==> src/rtl/fetch_unit_pkg.sv <==
// Shared types and defaults for the instruction fetch stage.
package fetch_unit_pkg;

  localparam logic [31:0] RESET_PC_DEFAULT  = 32'h0000_0000;
  localparam int          BUF_DEPTH_DEFAULT = 2;

  typedef struct packed {
    logic [31:0] pc;
    logic [31:0] instr;
  } fetch_data;

  function automatic logic [31:0] align_pc(input logic [31:0] addr);
    return {addr[31:2], 2'b00};
  endfunction

endpackage

==> src/rtl/fetch_unit_if.sv <==
// Memory-side and decode-side signals of the fetch stage, bundled for port lists.
// Decode handshake: a word transfers on a cycle where valid_out && ready_out; once
// valid_out is high, instr/pc_out stay stable until that transfer happens.
interface fetch_unit_if;
  logic        mispredict;
  logic [31:0] redirect_pc;
  logic        imem_req;
  logic [31:0] imem_addr;
  logic [31:0] imem_rdata;
  logic [31:0] instr;
  logic [31:0] pc_out;
  logic        valid_out;
  logic        ready_out;

  modport master (
    input  mispredict, redirect_pc, imem_rdata, ready_out,
    output imem_req, imem_addr, instr, pc_out, valid_out
  );

  modport slave (
    output mispredict, redirect_pc, imem_rdata, ready_out,
    input  imem_req, imem_addr, instr, pc_out, valid_out
  );
endinterface

==> src/rtl/fetch_unit_buffer.sv <==
// Small FIFO of fetched {pc, instr} pairs with a synchronous flush.
module fetch_buffer
  import fetch_unit_pkg::*;
#(
  parameter  int DEPTH = BUF_DEPTH_DEFAULT,
  localparam int PW    = $clog2(DEPTH),
  localparam int CW    = PW + 1
) (
  input  logic          clk,
  input  logic          reset,
  input  logic          flush,
  input  logic          push,
  input  fetch_data     wdata,
  input  logic          pop,
  output fetch_data     head,
  output logic          empty,
  output logic [CW-1:0] count
);

  fetch_data     mem_q [DEPTH];
  fetch_data     mem_d [DEPTH];
  logic [PW-1:0] wr_ptr_q, wr_ptr_d;
  logic [PW-1:0] rd_ptr_q, rd_ptr_d;
  logic [CW-1:0] count_q, count_d;
  logic          full;

  assign full  = (count_q == CW'(DEPTH));
  assign empty = (count_q == '0);
  assign count = count_q;
  assign head  = mem_q[rd_ptr_q];

  always_comb begin
    mem_d    = mem_q;
    wr_ptr_d = wr_ptr_q;
    rd_ptr_d = rd_ptr_q;
    count_d  = count_q;
    if (flush) begin
      wr_ptr_d = '0;
      rd_ptr_d = '0;
      count_d  = '0;
    end else begin
      if (push) begin
        mem_d[wr_ptr_q] = wdata;
        wr_ptr_d        = wr_ptr_q + PW'(1);
      end
      if (pop) rd_ptr_d = rd_ptr_q + PW'(1);
      count_d = count_q + CW'(push) - CW'(pop);
    end
  end

  // Storage has no reset: entries are only observed after being written.
  always_ff @(posedge clk) begin
    mem_q <= mem_d;
    if (!reset) begin
      wr_ptr_q <= '0;
      rd_ptr_q <= '0;
      count_q  <= '0;
    end else begin
      wr_ptr_q <= wr_ptr_d;
      rd_ptr_q <= rd_ptr_d;
      count_q  <= count_d;
    end
  end

  no_overflow: assert property (@(posedge clk) disable iff (!reset) !(push && full));

endmodule

==> src/rtl/fetch_unit.sv <==
// Fetch stage: owns the PC, issues one read per cycle under a credit limit and
// hands buffered {instr, pc} to decode; mispredict flushes and redirects.
module fetch_unit
  import fetch_unit_pkg::*;
#(
  parameter logic [31:0] RESET_PC  = RESET_PC_DEFAULT,
  parameter int          BUF_DEPTH = BUF_DEPTH_DEFAULT
) (
  input  logic                clk,
  input  logic                reset,
  fetch_unit_if.master        bus
);

  localparam int CW = $clog2(BUF_DEPTH) + 1;

  logic [31:0]   pc_q, pc_d;
  logic [31:0]   req_pc_q, req_pc_d;
  logic          inflight_q, inflight_d;

  logic          push, pop, issue, valid, buf_empty;
  logic [CW-1:0] buf_count;
  logic [CW:0]   credit_used;
  fetch_data     head;
  fetch_data     wdata;

  // A word already requested owns a slot, so count + inflight never exceeds depth.
  assign valid       = reset && !bus.mispredict && !buf_empty;
  assign pop         = valid && bus.ready_out;
  assign credit_used = {1'b0, buf_count} + {{CW{1'b0}}, inflight_q} - {{CW{1'b0}}, pop};
  assign issue       = reset && !bus.mispredict && (credit_used < (CW+1)'(BUF_DEPTH));
  assign push        = inflight_q && reset && !bus.mispredict;
  assign wdata       = '{pc: req_pc_q, instr: bus.imem_rdata};

  always_comb begin
    pc_d       = pc_q;
    req_pc_d   = req_pc_q;
    inflight_d = issue;
    if (bus.mispredict) begin
      pc_d = align_pc(bus.redirect_pc);
    end else if (issue) begin
      pc_d     = pc_q + 32'd4;
      req_pc_d = pc_q;
    end
  end

  always_ff @(posedge clk) begin
    if (!reset) begin
      pc_q       <= RESET_PC;
      req_pc_q   <= '0;
      inflight_q <= 1'b0;
    end else begin
      pc_q       <= pc_d;
      req_pc_q   <= req_pc_d;
      inflight_q <= inflight_d;
    end
  end

  fetch_buffer #(.DEPTH(BUF_DEPTH)) u_buf (
    .clk   (clk),
    .reset (reset),
    .flush (bus.mispredict),
    .push  (push),
    .wdata (wdata),
    .pop   (pop),
    .head  (head),
    .empty (buf_empty),
    .count (buf_count)
  );

  assign bus.imem_req  = issue;
  assign bus.imem_addr = reset ? pc_q : 32'h0;
  assign bus.valid_out = valid;
  assign bus.instr     = reset ? head.instr : 32'h0;
  assign bus.pc_out    = reset ? head.pc : 32'h0;

endmodule

==> src/flat_wrapper.sv <==
// flat-port wrapper written by rule: the top's interface ports become plain ports
module fetch_unit_flat import fetch_unit_pkg::*;
#(
  parameter logic [31:0] RESET_PC  = RESET_PC_DEFAULT,
  parameter int          BUF_DEPTH = BUF_DEPTH_DEFAULT
)
  (clk, reset, bus_mispredict, bus_redirect_pc, bus_imem_rdata, bus_ready_out, bus_imem_req, bus_imem_addr, bus_instr, bus_pc_out, bus_valid_out);
  fetch_unit_if bus_i ();
  input  logic clk;
  input  logic reset;
  input wire logic [$bits(bus_i.mispredict)-1:0] bus_mispredict;
  input wire logic [$bits(bus_i.redirect_pc)-1:0] bus_redirect_pc;
  input wire logic [$bits(bus_i.imem_rdata)-1:0] bus_imem_rdata;
  input wire logic [$bits(bus_i.ready_out)-1:0] bus_ready_out;
  output wire logic [$bits(bus_i.imem_req)-1:0] bus_imem_req;
  output wire logic [$bits(bus_i.imem_addr)-1:0] bus_imem_addr;
  output wire logic [$bits(bus_i.instr)-1:0] bus_instr;
  output wire logic [$bits(bus_i.pc_out)-1:0] bus_pc_out;
  output wire logic [$bits(bus_i.valid_out)-1:0] bus_valid_out;
  assign bus_i.mispredict = bus_mispredict;
  assign bus_i.redirect_pc = bus_redirect_pc;
  assign bus_i.imem_rdata = bus_imem_rdata;
  assign bus_i.ready_out = bus_ready_out;
  assign bus_imem_req = bus_i.imem_req;
  assign bus_imem_addr = bus_i.imem_addr;
  assign bus_instr = bus_i.instr;
  assign bus_pc_out = bus_i.pc_out;
  assign bus_valid_out = bus_i.valid_out;
  fetch_unit #(.RESET_PC(RESET_PC), .BUF_DEPTH(BUF_DEPTH)) u_core (.clk(clk), .reset(reset), .bus(bus_i));
endmodule
==> config.mk <==
export PLATFORM = sky130hd
export DESIGN_NAME = fetch_unit_flat
export DESIGN_NICKNAME = d
export VERILOG_FILES = /design/src/rtl/fetch_unit_pkg.sv /design/src/rtl/fetch_unit_if.sv /design/src/rtl/fetch_unit_buffer.sv /design/src/rtl/fetch_unit.sv /design/src/flat_wrapper.sv
export SDC_FILE = /design/constraint.sdc
export NUM_CORES = 1
export LEC_CHECK = 0
export CORE_MARGIN = 4
export CORE_UTILIZATION = 56
export DETAILED_ROUTE_END_ITERATION = 8
export PLACE_DENSITY = 0.85
export RECOVER_POWER = 50
export SLEW_MARGIN = 20
export SYNTH_ARGS = -nofsm -noshare
export SYNTH_HDL_FRONTEND = slang
export SYNTH_HIERARCHICAL = 1
export SYNTH_SLANG_ARGS = --single-unit
==> constraint.sdc <==
create_clock -name clk -period 19.1 [get_ports clk]
set_input_delay 3.82 -clock clk [delete_from_list [all_inputs] [get_ports clk]]
set_output_delay 3.82 -clock clk [all_outputs]
set_load 0.02 [all_outputs]
## After elaboration in Yosys (flattened, before gate mapping)

Cells that the tools add are included.

| storage, ports and cells | value |
|---|---|
| register bits | 197 |
| output and inout bits | 98 |
| word-level logic and storage cells | 51 |

| cells by class | value |
|---|---|
| add/sub/neg operators | 7 |
| $lt $le $gt $ge | 4 |
| muxes and demuxes | 11 |
| bitwise operators | 4 |
| reduce and logical (&&, ||, !) cells | 14 |

Operators with widths:

| cell | count |
|---|---|
| $mux W64 | 4 |
| $mux W32 | 5 |
| $bwmux W128 | 1 |
| $demux W64 S1 | 1 |
| $add A32 B3 Y32 const B | 1 |
| $logic_and A1 B1 Y1 | 7 |
| $ge A2 B2 Y1 const B | 2 |
| $not A1 Y2 | 2 |
| $reduce_and A2 Y1 | 2 |
| $add A2 B1 Y3 | 1 |
| $lt A3 B2 Y1 const B | 1 |
| $sub A3 B1 Y3 | 1 |
| $add A1 B1 Y1 const B | 2 |
| $add A2 B1 Y2 | 1 |
| $logic_not A1 Y1 | 2 |
| $logic_not A2 Y1 | 1 |
| $lt A2 B1 Y1 const B | 1 |
| $not A1 Y1 | 2 |
| $reduce_bool A2 Y1 | 1 |
| $reduce_or A2 Y1 | 1 |
| $sub A2 B1 Y2 | 1 |

## Longest topological paths before layout

Gate-level depths: netlist (run 1).

| logic depth | value |
|---|---|
| depth after elaboration | 9 |
| mapped depth | 15 |
| mapped depth without buffers | 12 |

## By module

Netlist (run 1), hierarchy kept.

Modules (own cells, without submodules):

| module | instances | cells each | area an instance (µm²) | seq. area each (µm²) |
|---|---|---|---|---|
| fetch_buffer | 1 | 219 | 5022.3 | 3923.8 |
| fetch_unit | 1 | 475 | 3503.4 | 1221.2 |

## Worst setup path before layout (run 1)

OpenSTA, ideal clock, no wires.

| path | value |
|---|---|
| path kind | input to output |
| from | in bus_mispredict |
| to | out bus_imem_req |
| data arrival time | 6785 ps |
| setup slack | 8495 ps |
| stages | 12 |
| buffers on the path | 4 |
| cells stage by stage | clkbuf_1 clkbuf_1 nor3_1 and2_1 ha_1 nand2b_1 fa_1 xnor2_1 nand3_1 inv_1 buf_2 buf_1 |

| on the way | value |
|---|---|
| cells in the longest elaborated chain, start to end | 7 |

Ends and longest elaborated chain:

| item | RTL line | RTL |
|---|---|---|
| from (decl) | flat_wrapper.sv:11 | `input wire logic [$bits(bus_i.mispredict)-1:0] bus_mispredict;` |
| $logic_not A1 Y1 | fetch_unit.sv:27 | `assign valid = reset && !bus.mispredict && !buf_empty;` |
| $logic_and A1 B1 Y1 (2 in a row) | fetch_unit.sv:27 |  |
| via bus_valid_out | flat_wrapper.sv:19 | `output wire logic [$bits(bus_i.valid_out)-1:0] bus_valid_out;` |
| $logic_and A1 B1 Y1 | fetch_unit.sv:28 | `assign pop = valid && bus.ready_out;` |
| via u_core.pop | fetch_unit.sv:20 | `logic push, pop, issue, valid, buf_empty;` |
| $sub A3 B1 Y3 | fetch_unit.sv:29 | `assign credit_used = {1'b0, buf_count} + {{CW{1'b0}}, inflight_q} - {{CW{1'b0}}, pop};` |
| $lt A3 B2 Y1 | fetch_unit.sv:30 | `assign issue = reset && !bus.mispredict && (credit_used < (CW+1)'(BUF_DEPTH));` |
| $logic_and A1 B1 Y1 | fetch_unit.sv:30 |  |
| to (decl) | flat_wrapper.sv:15 | `output wire logic [$bits(bus_i.imem_req)-1:0] bus_imem_req;` |

The timed path passes the listed nets, and every way through them passes these cells.

## Worst setup path after layout (run 1)

| path | value |
|---|---|
| from | in reset |
| to | out bus_imem_req |

| on the way | value |
|---|---|
| cells in the longest elaborated chain, start to end | 6 |

Ends and longest elaborated chain:

| item | RTL line | RTL |
|---|---|---|
| from (decl) | flat_wrapper.sv:10 | `input logic reset;` |
| $logic_and A1 B1 Y1 (2 in a row) | fetch_unit.sv:27 |  |
| $logic_and A1 B1 Y1 | fetch_unit.sv:28 |  |
| via u_core.pop | fetch_unit.sv:20 |  |
| $sub A3 B1 Y3 | fetch_unit.sv:29 |  |
| $lt A3 B2 Y1 | fetch_unit.sv:30 |  |
| $logic_and A1 B1 Y1 | fetch_unit.sv:30 |  |

The timed path passes the listed nets, and every way through them passes these cells.

==> results of run 1 <==
[worst max-delay path by stage]
stage                        start      endpoint  slack, ps  cells past startpoint
floorplan           bus_mispredict  bus_imem_req       8500                     12
global placement             reset  bus_imem_req       7830                     13
detailed placement           reset  bus_imem_req       7650                     13
CTS                          reset  bus_imem_req       7630                     13
global route                 reset  bus_imem_req       4570                     13
finish                       reset  bus_imem_req       5440                     13
[layer usage]
metal / track usage / up-vias
li1: - / 2788
met1: 0.288 / 2840
met2: 0.350 / 287
met3: 0.0543 / 32
met4: 0.0706 / 0
met5: 0 / -
[per-stage QoR]
| stage | total power (W) | area (µm²) | util | instances | setup slack (ps) |
|---|---|---|---|---|---|
| finish | 0.000892 | 10800 | 0.738 | 1039 | 5440 |
| global route | 0.000925 | 10800 | 0.738 | 1039 | 4570 |
| CTS | 0.000898 | 10900 | 0.738 | 1039 | 7630 |
| detailed placement | 0.000534 | 10200 | 0.696 | 1007 | 7650 |
| global placement | 0.000532 | 10200 | 0.696 | 1007 | 7830 |
| floorplan | 0.000500 | 8540 | - | 699 | 8500 |
[worst max-delay path: stages]
cell	delay, ps
sky130_fd_sc_hd__buf_2	70
sky130_fd_sc_hd__clkbuf_1	2430
sky130_fd_sc_hd__clkinv_1	430
sky130_fd_sc_hd__nor3_1	390
sky130_fd_sc_hd__and2_0	300
sky130_fd_sc_hd__ha_1	270
sky130_fd_sc_hd__nand2b_1	150
sky130_fd_sc_hd__fa_1	380
sky130_fd_sc_hd__xnor2_1	280
sky130_fd_sc_hd__nand3_2	110
sky130_fd_sc_hd__inv_1	70
sky130_fd_sc_hd__buf_4	410
sky130_fd_sc_hd__clkdlybuf4s50_1	710
[cells in the final DEF, fill, tap and decap left out, drive strengths merged, types with 3 or more instances in the layout]
master	instances
nor3	6
a22oi	4
ha	4
nor2	18
o22ai	5
mux2	66
nor4	4
clkdlybuf4s50	128
nand2	90
nand3	14
or3	6
o21ai	7
dlygate4sd3	32
a2bb2oi	6
nand4	11
a21oi	45
dfxtp	65
clkbuf	24
and4	4
o21a	4
buf	6
xor2	5
and2	94
xnor2	3
a31oi	10
conb	6
inv	17
clkinv	3
edfxtp	128
and3	6
nand2b	3
o211ai	4
or4	4
[state kept, by name, summed over array words and instances (netlist names)]
signal,count
u_core/u_buf/wr_ptr_q,1
u_core/u_buf/count,2
u_core/u_buf/rd_ptr_q,1
u_core/pc_q,30
u_core/req_pc_q,30
u_core/inflight_q,1
u_core/u_buf/mem_q,128
[power breakdown]
part           total [W]  leakage [nW]  switching [W]  internal [W]
combinational  0.0000653          1.78      0.0000332     0.0000320
clock           0.000366         0.306       0.000152      0.000215
sequential      0.000460          1.77     0.00000925      0.000451
total           0.000892          3.86       0.000194      0.000698
[kinds of logic (layout without fill, tap and decap cells)]
group	Yosys count	count (layout)	share of synthesized area
simple gates	263	263	0.162
flops	193	193	0.603
compound gates	100	100	0.0738
mux	66	66	0.109
buf+inv	57	213	0.0323
xor+xnor	9	9	0.0109
fa+ha+maj	5	5	0.00822
other cells	1	6	0.000440
[layout make-up]
cell class | instances | area share
Timing Repair Buffer | 169 | 0.153
Multi-Input combinational cell | 449 | 0.289
Clock buffer | 21 | 0.0455
Inverter | 12 | 0.00415
Tap cell | 184 | 0.0212
Clock inverter | 11 | 0.0125
Sequential cell | 193 | 0.475
==> metrics.log, run 1 <==
[metrics] synthesis-stage register bit count: 193
[metrics] number of max-slew violations in the final report: 231
[metrics] setup skew after layout: 6.84 ps
[metrics] Critical Path RT: 15280 ps
[metrics] Max-Slew Margin vs Limit: -1.50
[metrics] number of warnings reported in the yosys synthesis log: 6
[metrics] sequential element share of the synthesized area: 0.603
[metrics] total congestion overflow after global routing: 0
[metrics] count of hold-fix buffers inserted at cts: 0
[metrics] highest routing layer actually used: met4
[metrics] overall die area: 0.0173 mm²
[metrics] Top-Level Pins: 166
[metrics] Crit Reg-Reg Endpoint: u_core/u_buf/mem_q[79]
[metrics] FFs w/ async S/R, synth: 0
[metrics] Fin Setup TNS: 0 ps
[metrics] type of the tightest min-delay check: flop to flop
[metrics] combined area of the multi-input logic cells: 0.00314 mm²
[metrics] violated checks: capacitance limit, slew limit
[metrics] number of input and output port buffers inserted: 161
[metrics] CTS clock-pin slew for the worst setup and hold paths: 60 ps
[metrics] CTS H-tree lvls: 4
[metrics] startpoint of the tightest hold check path: u_core/req_pc_q[25]
[metrics] overall die height: 131 µm
[metrics] Antenna Cells: 0
[metrics] via density per instance: 5.72
[metrics] DRC errors left: 0
[metrics] horizontal die dimension: 131 µm
[metrics] FP Rows: 44
[metrics] startpoint of the most critical register-to-register path: u_core/inflight_q
[metrics] wire length of the first global-routing pass: 30.4 mm
[metrics] antenna-violating nets left: 0
[metrics] achievable clock frequency: 0.0732 GHz
[metrics] number of resized instances in the post-cts repair step: 0
[metrics] end of the worst hold path: u_core/u_buf/mem_q[57]
[metrics] source-to-sink clock delay at the later pin of the worst-skew pair: 420 ps
[metrics] Yosys top cell by area: sky130_fd_sc_hd__edfxtp_1
[metrics] kind of critical path: primary input to output port
[metrics] Placeable Area: 0.0147 mm²
[metrics] max-cap viol count: 3
[metrics] DRT met1 WL: 8.19 mm
[metrics] number of buffers added for setup after CTS: 0
[metrics] top cell type's share of synthesized area: 0.451
[metrics] worst-case vdd ir drop: 0.0577 mV
[metrics] Tot GR Track Use: 0.216
[metrics] count of cell types in the netlist: 52
[metrics] R2R Setup Slk: 15110 ps
[metrics] final critical-path required period: 13660 ps
[metrics] vias: 5947
[metrics] RePlAce Congestion: 0.873
[metrics] share of layout cells above drive strength 1: 0.127
[metrics] slew at the pin with the worst max-slew slack: 3750 ps
[metrics] Max Fanout on Critical Path: 100
[metrics] Cells on Worst Hold Path: 0
[metrics] sinks on the clock net: 193
[metrics] Worst Setup Start Kind: primary input
[metrics] routed length on met3: 1.36 mm
[metrics] count of flip-flops with a built-in enable after synthesis: 128
[metrics] Commonest cells post-synth: sky130_fd_sc_hd__edfxtp_1, sky130_fd_sc_hd__and2_1, sky130_fd_sc_hd__nand2_1, sky130_fd_sc_hd__dfxtp_1, sky130_fd_sc_hd__mux2_4
[metrics] routed wire length: 18.7 mm
[metrics] count of endpoints failing setup in the final report: 0
[metrics] iteration-0 DRC count of the detailed router: 515
[metrics] buffer depth of the longest clock path: 2
[metrics] arrival time worst endpoint: 9840 ps
[metrics] clock buffer count from CTS: 17
[metrics] syn avg cell area: 12.3 µm²
[metrics] leakage power: 3.86 nW
[metrics] final-layout worst hold slack: 455 ps
[metrics] Pwr per Cell Area: 82.2 mW/mm²
[metrics] average wire per standard cell: 18.0 µm
[metrics] result of the run: finished with violations
[metrics] half-perimeter wire length after placement: 12.0 mm
[metrics] starting density of the core: 0.580
[metrics] clock root buffer: sky130_fd_sc_hd__clkbuf_16
[metrics] Final Hold Violating Endpoints: 0
[metrics] nets: 915
[metrics] RSZ-0062 raised after global routing: false
[metrics] Layout area overhead: 27.2%
[metrics] CTS tree: done
[metrics] most instantiated library cell after synthesis: sky130_fd_sc_hd__edfxtp_1
[metrics] most used flip-flop cell after synthesis: sky130_fd_sc_hd__edfxtp_1
[metrics] biggest area contributors in the synthesized netlist: sky130_fd_sc_hd__edfxtp_1, sky130_fd_sc_hd__dfxtp_1, sky130_fd_sc_hd__mux2_4, sky130_fd_sc_hd__and2_1, sky130_fd_sc_hd__nand2_1
[metrics] routed length on met2: 8.85 mm
[metrics] Detailed Routing Iterations Pass 1: 6
[metrics] pin count of the biggest net entering global routing: 101
[metrics] Layout fillers: 958
[metrics] sequential cell area: 0.00515 mm²
[metrics] Worst Setup End Kind: output port
[metrics] Synth Instances: 694
[metrics] via count of the first global-routing pass: 6073
[metrics] logic depth of the worst register-to-register path: 3
[metrics] total standard cell area after synthesis: 0.00853 mm²
[metrics] number of antenna violations at the first check in global routing: 0
[metrics] crit share post-route: 0.715
Note: power is estimated with default switching activity, not from simulation.
==> inputs of run 2 (changes only) <==
--- a/config.mk
+++ b/config.mk
@@ -6,9 +6,9 @@
 export NUM_CORES = 1
 export LEC_CHECK = 0
 export CORE_MARGIN = 4
-export CORE_UTILIZATION = 56
+export CORE_UTILIZATION = 52
 export DETAILED_ROUTE_END_ITERATION = 8
-export PLACE_DENSITY = 0.85
+export PLACE_DENSITY = 0.8
 export RECOVER_POWER = 50
 export SLEW_MARGIN = 20
 export SYNTH_ARGS = -nofsm -noshare
==> constraint.sdc (replaced) <==
create_clock -name clk -period 14.2 [get_ports clk]
set_input_delay 2.84 -clock clk [delete_from_list [all_inputs] [get_ports clk]]
set_output_delay 2.84 -clock clk [all_outputs]
set_load 0.02 [all_outputs]
==> run 2 against run 1 <==
Effect of this change: core utilization shrank 6.1 points; the flow still finishes with violations (capacitance limit, slew limit); register-to-register slack lost 4900 ps; clock power grew 23%; critical path type unchanged; worst hold slack is essentially flat; highest routed layer unchanged; cell count grew 3.1%; flip-flop and latch count is the same; final area shrank 0.12%; clock skew grew 1.5 ps; sequential power grew 34%; via count shrank 1.3%; sequential share of layout area grew 0.055 points; largest cell class unchanged; global-route usage shrank 1.7 points.
==> metrics.log, run 2 (synthesized netlist as in run 1, its figures left out) <==
[metrics] most used cells in the layout excluding fill and tap cells: sky130_fd_sc_hd__clkdlybuf4s50_1, sky130_fd_sc_hd__edfxtp_1, sky130_fd_sc_hd__and2_1, sky130_fd_sc_hd__nand2_1, sky130_fd_sc_hd__dfxtp_1
[metrics] via density per instance: 5.48 (-4.2%)
[metrics] startpoint of the most critical register-to-register path: u_core/inflight_q
[metrics] Layout fillers: 1195 (+25%)
[metrics] nets: 915 (unchanged)
[metrics] Layout area overhead: 27.0%
[metrics] kind of critical path: primary input to output port
[metrics] sequential cell area: 0.00515 mm² (unchanged)
[metrics] registers with the most flip-flops: u_core/u_buf/mem_q (128), u_core/pc_q (30), u_core/req_pc_q (30)
[metrics] CTS tree: done
[metrics] crit share post-route: 0.672
[metrics] part of the total power dissipated in combinational logic: 0.075 (+0.002)
[metrics] max FFs per register: 128 (unchanged)
[metrics] via count of the first global-routing pass: 5897 (-2.9%)
[metrics] Worst Setup Start Kind: primary input
[metrics] core occupancy in the finished layout: 0.677 (-0.0608)
[metrics] Final Hold Violating Endpoints: 0 (unchanged)
[metrics] FP Rows: 46 (+4.5%)
[metrics] clock buffer count from CTS: 17 (unchanged)
[metrics] Clk pwr share: 0.390 (-0.021)
[metrics] overall die height: 136 µm (+3.5%)
[metrics] achievable clock frequency: 0.105 GHz
[metrics] clock root buffer: sky130_fd_sc_hd__clkbuf_16
[metrics] routed wire length: 18.3 mm (-2.0%)
[metrics] worst-case vdd ir drop: 0.0922 mV (+60%)
[metrics] most flop-heavy register: u_core/u_buf/mem_q
[metrics] pin count of the biggest net entering global routing: 101 (unchanged)
[metrics] Buf/Inv on CP: 6 (unchanged)
[metrics] Post-DP Area: 0.0103 mm² (+0.39%)
[metrics] CP max-delay cell: sky130_fd_sc_hd__clkdlybuf4s50_1
[metrics] number of buffers added for setup after CTS: 0 (unchanged)
[metrics] setup skew after layout: 8.33 ps (+1.49 ps)
[metrics] Pwr per Cell Area: 107 mW/mm² (+30%)
[metrics] count of endpoints failing setup in the final report: 0 (unchanged)
[metrics] Detailed Routing Iterations Pass 1: 5 (-1)
[metrics] portion of total power attributed to sequential cells: 0.535 (+0.019)
[metrics] cell class contributing the biggest share of worst-path delay: buffers and inverters
[metrics] leakage power: 3.84 nW (-0.46%)
[metrics] number of antenna violations at the first check in global routing: 0 (unchanged)
[metrics] Top-Level Pins: 166 (unchanged)
[metrics] total congestion overflow after global routing: 0 (unchanged)
[metrics] number of max-slew violations in the final report: 130 (-44%)
[metrics] combined area of the multi-input logic cells: 0.00314 mm² (unchanged)
[metrics] Max Fanout on Critical Path: 100 (unchanged)
[metrics] vias: 5870 (-1.3%)
[metrics] net switching power figure: 0.000253 W (+30%)
[metrics] type of the tightest min-delay check: flop to flop
[metrics] Critical Path RT: 11360 ps (-3920 ps)
[metrics] RSZ-0062 raised after global routing: false
[metrics] violated checks: capacitance limit, slew limit
[metrics] slew at the pin with the worst max-slew slack: 3720 ps (-33.8 ps)
[metrics] CTS H-tree lvls: 4 (unchanged)
[metrics] Tot GR Track Use: 0.199 (-0.0171)
[metrics] share of layout cells above drive strength 1: 0.129 (+0.00117)
[metrics] sinks on the clock net: 193 (unchanged)
[metrics] critical-path cell list: buf_2 > buf_4 > clkinv_1 > nor3_1 > and2_0 > ha_1 > nand2b_1 > fa_1 > xnor2_1 > nand3_2 > inv_1 > buf_4 > clkdlybuf4s50_1
[metrics] overall die area: 0.0185 mm² (+7.2%)
[metrics] antenna-violating nets left: 0 (unchanged)
[metrics] starting density of the core: 0.533 (-0.0472)
[metrics] count of hold-fix buffers inserted at cts: 0 (unchanged)
[metrics] iteration-0 DRC count of the detailed router: 484 (-6.0%)
[metrics] Internal: 0.000902 W (+29%)
[metrics] RePlAce Congestion: 0.863 (-1.2%)
[metrics] Max-Slew Margin vs Limit: -1.48 (+0.0225)
[metrics] average wire per standard cell: 17.1 µm (-4.9%)
[metrics] total non-filler cell area in the finished layout: 0.0108 mm² (-0.12%)
[metrics] source-to-sink clock delay at the later pin of the worst-skew pair: 420 ps (about the same)
[metrics] crit path from: reset
[metrics] DRC errors left: 0 (unchanged)
[metrics] library cell appearing most often on the critical path: sky130_fd_sc_hd__buf_4
[metrics] CTS clock-pin slew for the worst setup and hold paths: 70 ps (about the same)
[metrics] Placeable Area: 0.0160 mm² (+8.9%)
[metrics] Fin Setup TNS: 0 ps (unchanged)
[metrics] horizontal die dimension: 136 µm (+3.5%)
[metrics] number of resized instances in the post-cts repair step: 0 (unchanged)
[metrics] result of the run: finished with violations
[metrics] startpoint of the tightest hold check path: u_core/req_pc_q[3]
[metrics] Largest stage delay, worst path: 700 ps (-1730 ps)
[metrics] final-layout worst hold slack: 455 ps (-0.392 ps)
[metrics] Antenna Cells: 0 (unchanged)
[metrics] number of input and output port buffers inserted: 161 (unchanged)
[metrics] wire length of the first global-routing pass: 29.3 mm (-3.5%)
[metrics] buffer depth of the longest clock path: 2 (unchanged)
[metrics] half-perimeter wire length after placement: 12.0 mm (+0.18%)
[metrics] switching share of total power: 0.219 (+0.00157)
[metrics] final critical-path required period: 9540 ps
[metrics] Worst Setup End Kind: output port
[metrics] arrival time worst endpoint: 6700 ps (-3140 ps)
[metrics] max-cap viol count: 2 (-1)
## run 2: changes by cell type in the layout (fill, tap and decap cells not counted)
| cell | before | now |
|---|---|---|
| sky130_fd_sc_hd__buf_4 | 5 | 6 |
| sky130_fd_sc_hd__bufinv_16 | 2 | 0 |
| sky130_fd_sc_hd__clkbuf_1 | 4 | 3 |
| sky130_fd_sc_hd__clkbuf_4 | 0 | 1 |
| sky130_fd_sc_hd__clkinv_2 | 0 | 4 |
| sky130_fd_sc_hd__inv_4 | 1 | 0 |
| sky130_fd_sc_hd__inv_6 | 5 | 3 |
## run 2: worst paths after layout
kind                       endpoint  slack, ps  cells past startpoint
max                    bus_imem_req       4660                     13
min          u_core/u_buf/mem_q[99]        450                      0
max reg2reg  u_core/u_buf/mem_q[90]      10210                      3
min reg2reg  u_core/u_buf/mem_q[99]        450                      0
## run 2: through the flow
stage / setup slack, ps / cells / total power [W]
detailed placement: 4710 / 1039 / 0.000719
CTS: 4700 / 1071 / 0.00117
finish: 4660 / 1071 / 0.00116
global route: 4280 / 1071 / 0.00120
floorplan: 5530 / 699 / 0.000672
global placement: 4870 / 1039 / 0.000715
## run 2: power groups by stage
stage               clock network [W]   logic, W  registers (W)
finish                       0.000450  0.0000871       0.000618
global route                 0.000487  0.0000942       0.000619
CTS                          0.000460  0.0000895       0.000617
detailed placement                  0  0.0000888       0.000630
global placement                    0  0.0000864       0.000629
floorplan                           0  0.0000464       0.000626
## run 2: metal layers
layer	global-route usage	vias to the layer above	share of wire
met5	0	-	0
met4	0.0560	0	0.013
met3	0.0489	29	0.084
met2	0.320	266	0.47
met1	0.269	2792	0.43
li1	-	2783	-
## run 2: final cells by class
cell class	count	area share
Clock buffer	22	0.0462
Clock inverter	10	0.00658
Inverter	12	0.00416
Multi-Input combinational cell	449	0.290
Sequential cell	193	0.475
Tap cell	216	0.0250
Timing Repair Buffer	169	0.153
==> inputs of run 3 (changes only) <==
==> constraint.sdc (replaced) <==
create_clock -name clk -period 9.7 [get_ports clk]
set_input_delay 1.94 -clock clk [delete_from_list [all_inputs] [get_ports clk]]
set_output_delay 1.94 -clock clk [all_outputs]
set_load 0.02 [all_outputs]
==> run 3 against run 2 <==
Effect of this change: the flow still finishes with violations (capacitance limit, slew limit); combinational power increased by 46%; total power increased by 49%; worst setup slack got worse by 2500 ps; critical path type unchanged; largest power group unchanged; highest routed layer unchanged.
==> metrics.log, run 3 (synthesized netlist as in run 1, its figures left out) <==
[metrics] final-layout worst hold slack: 457 ps (+2.50 ps)
[metrics] met1 capacity usage during global routing: 0.264 (-0.00487)
[metrics] max FFs per register: 128 (unchanged)
[metrics] crit share post-route: 0.778
[metrics] CTS H-tree lvls: 4 (unchanged)
[metrics] half-perimeter wire length after placement: 12.0 mm (-0.22%)
[metrics] net switching power figure: 0.000380 W (+50%)
[metrics] Critical Path RT: 7760 ps (-3600 ps)
[metrics] number of input and output port buffers inserted: 161 (unchanged)
[metrics] number of resized instances in the post-cts repair step: 0 (unchanged)
[metrics] part of the total power dissipated in combinational logic: 0.074 (about the same)
[metrics] max-cap viol count: 2 (unchanged)
[metrics] total non-filler cell area in the finished layout: 0.0109 mm² (+0.21%)
[metrics] wire length of the first global-routing pass: 28.9 mm (-1.6%)
[metrics] via density per instance: 5.43 (-0.98%)
[metrics] source-to-sink clock delay at the later pin of the worst-skew pair: 420 ps (about the same)
[metrics] RSZ-0062 raised after global routing: false
[metrics] Internal: 0.00134 W (+49%)
[metrics] Fin Setup TNS: 0 ps (unchanged)
[metrics] startpoint of the tightest hold check path: u_core/req_pc_q[3]
[metrics] final std cells w/o fill: 1072 (+0.093%)
[metrics] most flop-heavy register: u_core/u_buf/mem_q
[metrics] CTS clock-pin slew for the worst setup and hold paths: 60 ps (about the same)
[metrics] Post-DP Area: 0.0103 mm² (unchanged)
[metrics] number of max-slew violations in the final report: 130 (unchanged)
[metrics] Cells on Worst Hold Path: 0 (unchanged)
[metrics] count of endpoints failing setup in the final report: 0 (unchanged)
[metrics] result of the run: finished with violations
[metrics] nets: 915 (unchanged)
[metrics] final critical-path required period: 7550 ps
[metrics] DRC errors left: 0 (unchanged)
[metrics] Placeable Area: 0.0160 mm² (unchanged)
[metrics] R2R Setup Slk: 5710 ps (-4500 ps)
[metrics] pin count of the biggest net entering global routing: 101 (unchanged)
[metrics] Layout area overhead: 27.3%
[metrics] via count of the first global-routing pass: 5767 (-2.2%)
[metrics] average wire per standard cell: 17.0 µm (-0.67%)
[metrics] starting density of the core: 0.533 (unchanged)
[metrics] count of hold-fix buffers inserted at cts: 0 (unchanged)
[metrics] sinks on the clock net: 193 (unchanged)
[metrics] share of layout cells above drive strength 1: 0.127 (-0.00117)
[metrics] vias: 5818 (-0.89%)
[metrics] Tot GR Track Use: 0.197 (-0.00199)
[metrics] slew at the pin with the worst max-slew slack: 3740 ps (+18.6 ps)
[metrics] number of antenna violations at the first check in global routing: 0 (unchanged)
[metrics] setup skew after layout: 8.74 ps (+0.408 ps)
[metrics] Final Hold Violating Endpoints: 0 (unchanged)
[metrics] Worst Setup Start Kind: primary input
[metrics] portion of total power attributed to sequential cells: 0.526 (-0.009)
[metrics] arrival time worst endpoint: 5610 ps (-1090 ps)
[metrics] overall die area: 0.0185 mm² (unchanged)
[metrics] registers with the most flip-flops: u_core/u_buf/mem_q (128), u_core/pc_q (30), u_core/req_pc_q (30)
[metrics] Clk pwr share: 0.400 (+0.010)
[metrics] kind of critical path: primary input to output port
[metrics] Pwr per Cell Area: 159 mW/mm² (+49%)
[metrics] RePlAce Congestion: 0.857 (-0.65%)
[metrics] core occupancy in the finished layout: 0.678 (+0.00141)
[metrics] logic depth of the worst register-to-register path: 3 (unchanged)
[metrics] Top-Level Pins: 166 (unchanged)
[metrics] type of the tightest min-delay check: flop to flop
[metrics] leakage power: 3.85 nW (+0.16%)
[metrics] Worst Setup End Kind: output port
[metrics] total congestion overflow after global routing: 0 (unchanged)
[metrics] end of the worst hold path: u_core/u_buf/mem_q[35]
[metrics] CTS tree: done
[metrics] routed wire length: 18.2 mm (-0.57%)
[metrics] horizontal die dimension: 136 µm (unchanged)
[metrics] clock buffer count from CTS: 17 (unchanged)
[metrics] met3 Use GR: 0.0377 (-0.0111)
[metrics] Crit Reg-Reg Endpoint: u_core/u_buf/mem_q[104]
[metrics] switching share of total power: 0.221 (+0.00131)
[metrics] violated checks: capacitance limit, slew limit
[metrics] achievable clock frequency: 0.132 GHz
[metrics] startpoint of the most critical register-to-register path: u_core/inflight_q
[metrics] GR peak layer: met2
[metrics] most used cells in the layout excluding fill and tap cells: sky130_fd_sc_hd__clkdlybuf4s50_1, sky130_fd_sc_hd__edfxtp_1, sky130_fd_sc_hd__and2_1, sky130_fd_sc_hd__nand2_1, sky130_fd_sc_hd__dfxtp_1
[metrics] Max-Slew Margin vs Limit: -1.49 (-0.0124)
[metrics] antenna-violating nets left: 0 (unchanged)
[metrics] global-route track usage on met2: 0.320 (about the same)
[metrics] overall die height: 136 µm (unchanged)
[metrics] Max Fanout on Critical Path: 100 (unchanged)
[metrics] number of buffers added for setup after CTS: 0 (unchanged)
[metrics] placed insts: 1039 (unchanged)
[metrics] FP Rows: 46 (unchanged)
[metrics] clock root buffer: sky130_fd_sc_hd__clkbuf_16
[metrics] buffer depth of the longest clock path: 2 (unchanged)
[metrics] Detailed Routing Iterations Pass 1: 5 (unchanged)
[metrics] iteration-0 DRC count of the detailed router: 503 (+3.9%)
[metrics] worst-case vdd ir drop: 0.118 mV (+28%)
-- run 3: critical path, cell delays in order --
cell and delay (ps):
sky130_fd_sc_hd__buf_2 70, sky130_fd_sc_hd__buf_4 600, sky130_fd_sc_hd__clkinv_1 150, sky130_fd_sc_hd__buf_4 340, sky130_fd_sc_hd__nor3_1 280, sky130_fd_sc_hd__and2_0 270
sky130_fd_sc_hd__ha_1 270, sky130_fd_sc_hd__nand2b_1 160, sky130_fd_sc_hd__fa_1 380, sky130_fd_sc_hd__xnor2_1 300, sky130_fd_sc_hd__nand3_2 120, sky130_fd_sc_hd__inv_1 90
sky130_fd_sc_hd__clkdlybuf4s50_1 610
-- run 3: layout make-up --
| type | instances | area [µm²] |
|---|---|---|
| timing repair buffer | 169 | 1660 |
| inverter | 12 | 45.0 |
| antenna | 1 | 2.50 |
| multi-input combinational | 449 | 3140 |
| fill | 1195 | 5150 |
| tap | 216 | 270 |
| clock inverter | 14 | 153 |
| sequential | 193 | 5150 |
| clock buffer | 18 | 439 |
-- run 3: power groups by stage --
stage | clock network (W) | registers, W | logic (W)
after global routing | 0.000739 | 0.000907 | 0.000137
after global placement | 0 | 0.000921 | 0.000126
final | 0.000689 | 0.000905 | 0.000127
after detailed placement | 0 | 0.000922 | 0.000129
after CTS | 0.000706 | 0.000904 | 0.000131
after floorplan | 0 | 0.000916 | 0.0000679
-- run 3: worst max-delay path by stage --
stage	start	endpoint	cells after the start
6_report	reset	bus_imem_req	13
3_3_place_gp	reset	bus_imem_req	13
5_1_grt	reset	bus_imem_req	13
2_1_floorplan	reset	u_core/u_buf/mem_q[100]	4
3_5_place_dp	reset	bus_imem_req	13
4_1_cts	reset	bus_imem_req	13
-- run 3: metrics by stage --
stage / total power, W / setup slack (ps)
floorplan: 0.000984 / 1930
global placement: 0.00105 / 2300
detailed placement: 0.00105 / 2210
CTS: 0.00174 / 2200
global route: 0.00178 / 1730
finish: 0.00172 / 2150
-- run 3: routing by layer --
layer  part of all wire  up-vias
met5                  0        -
met4              0.016        0
met3              0.067       29
met2               0.47      240
met1               0.44     2766
li1                   -     2783
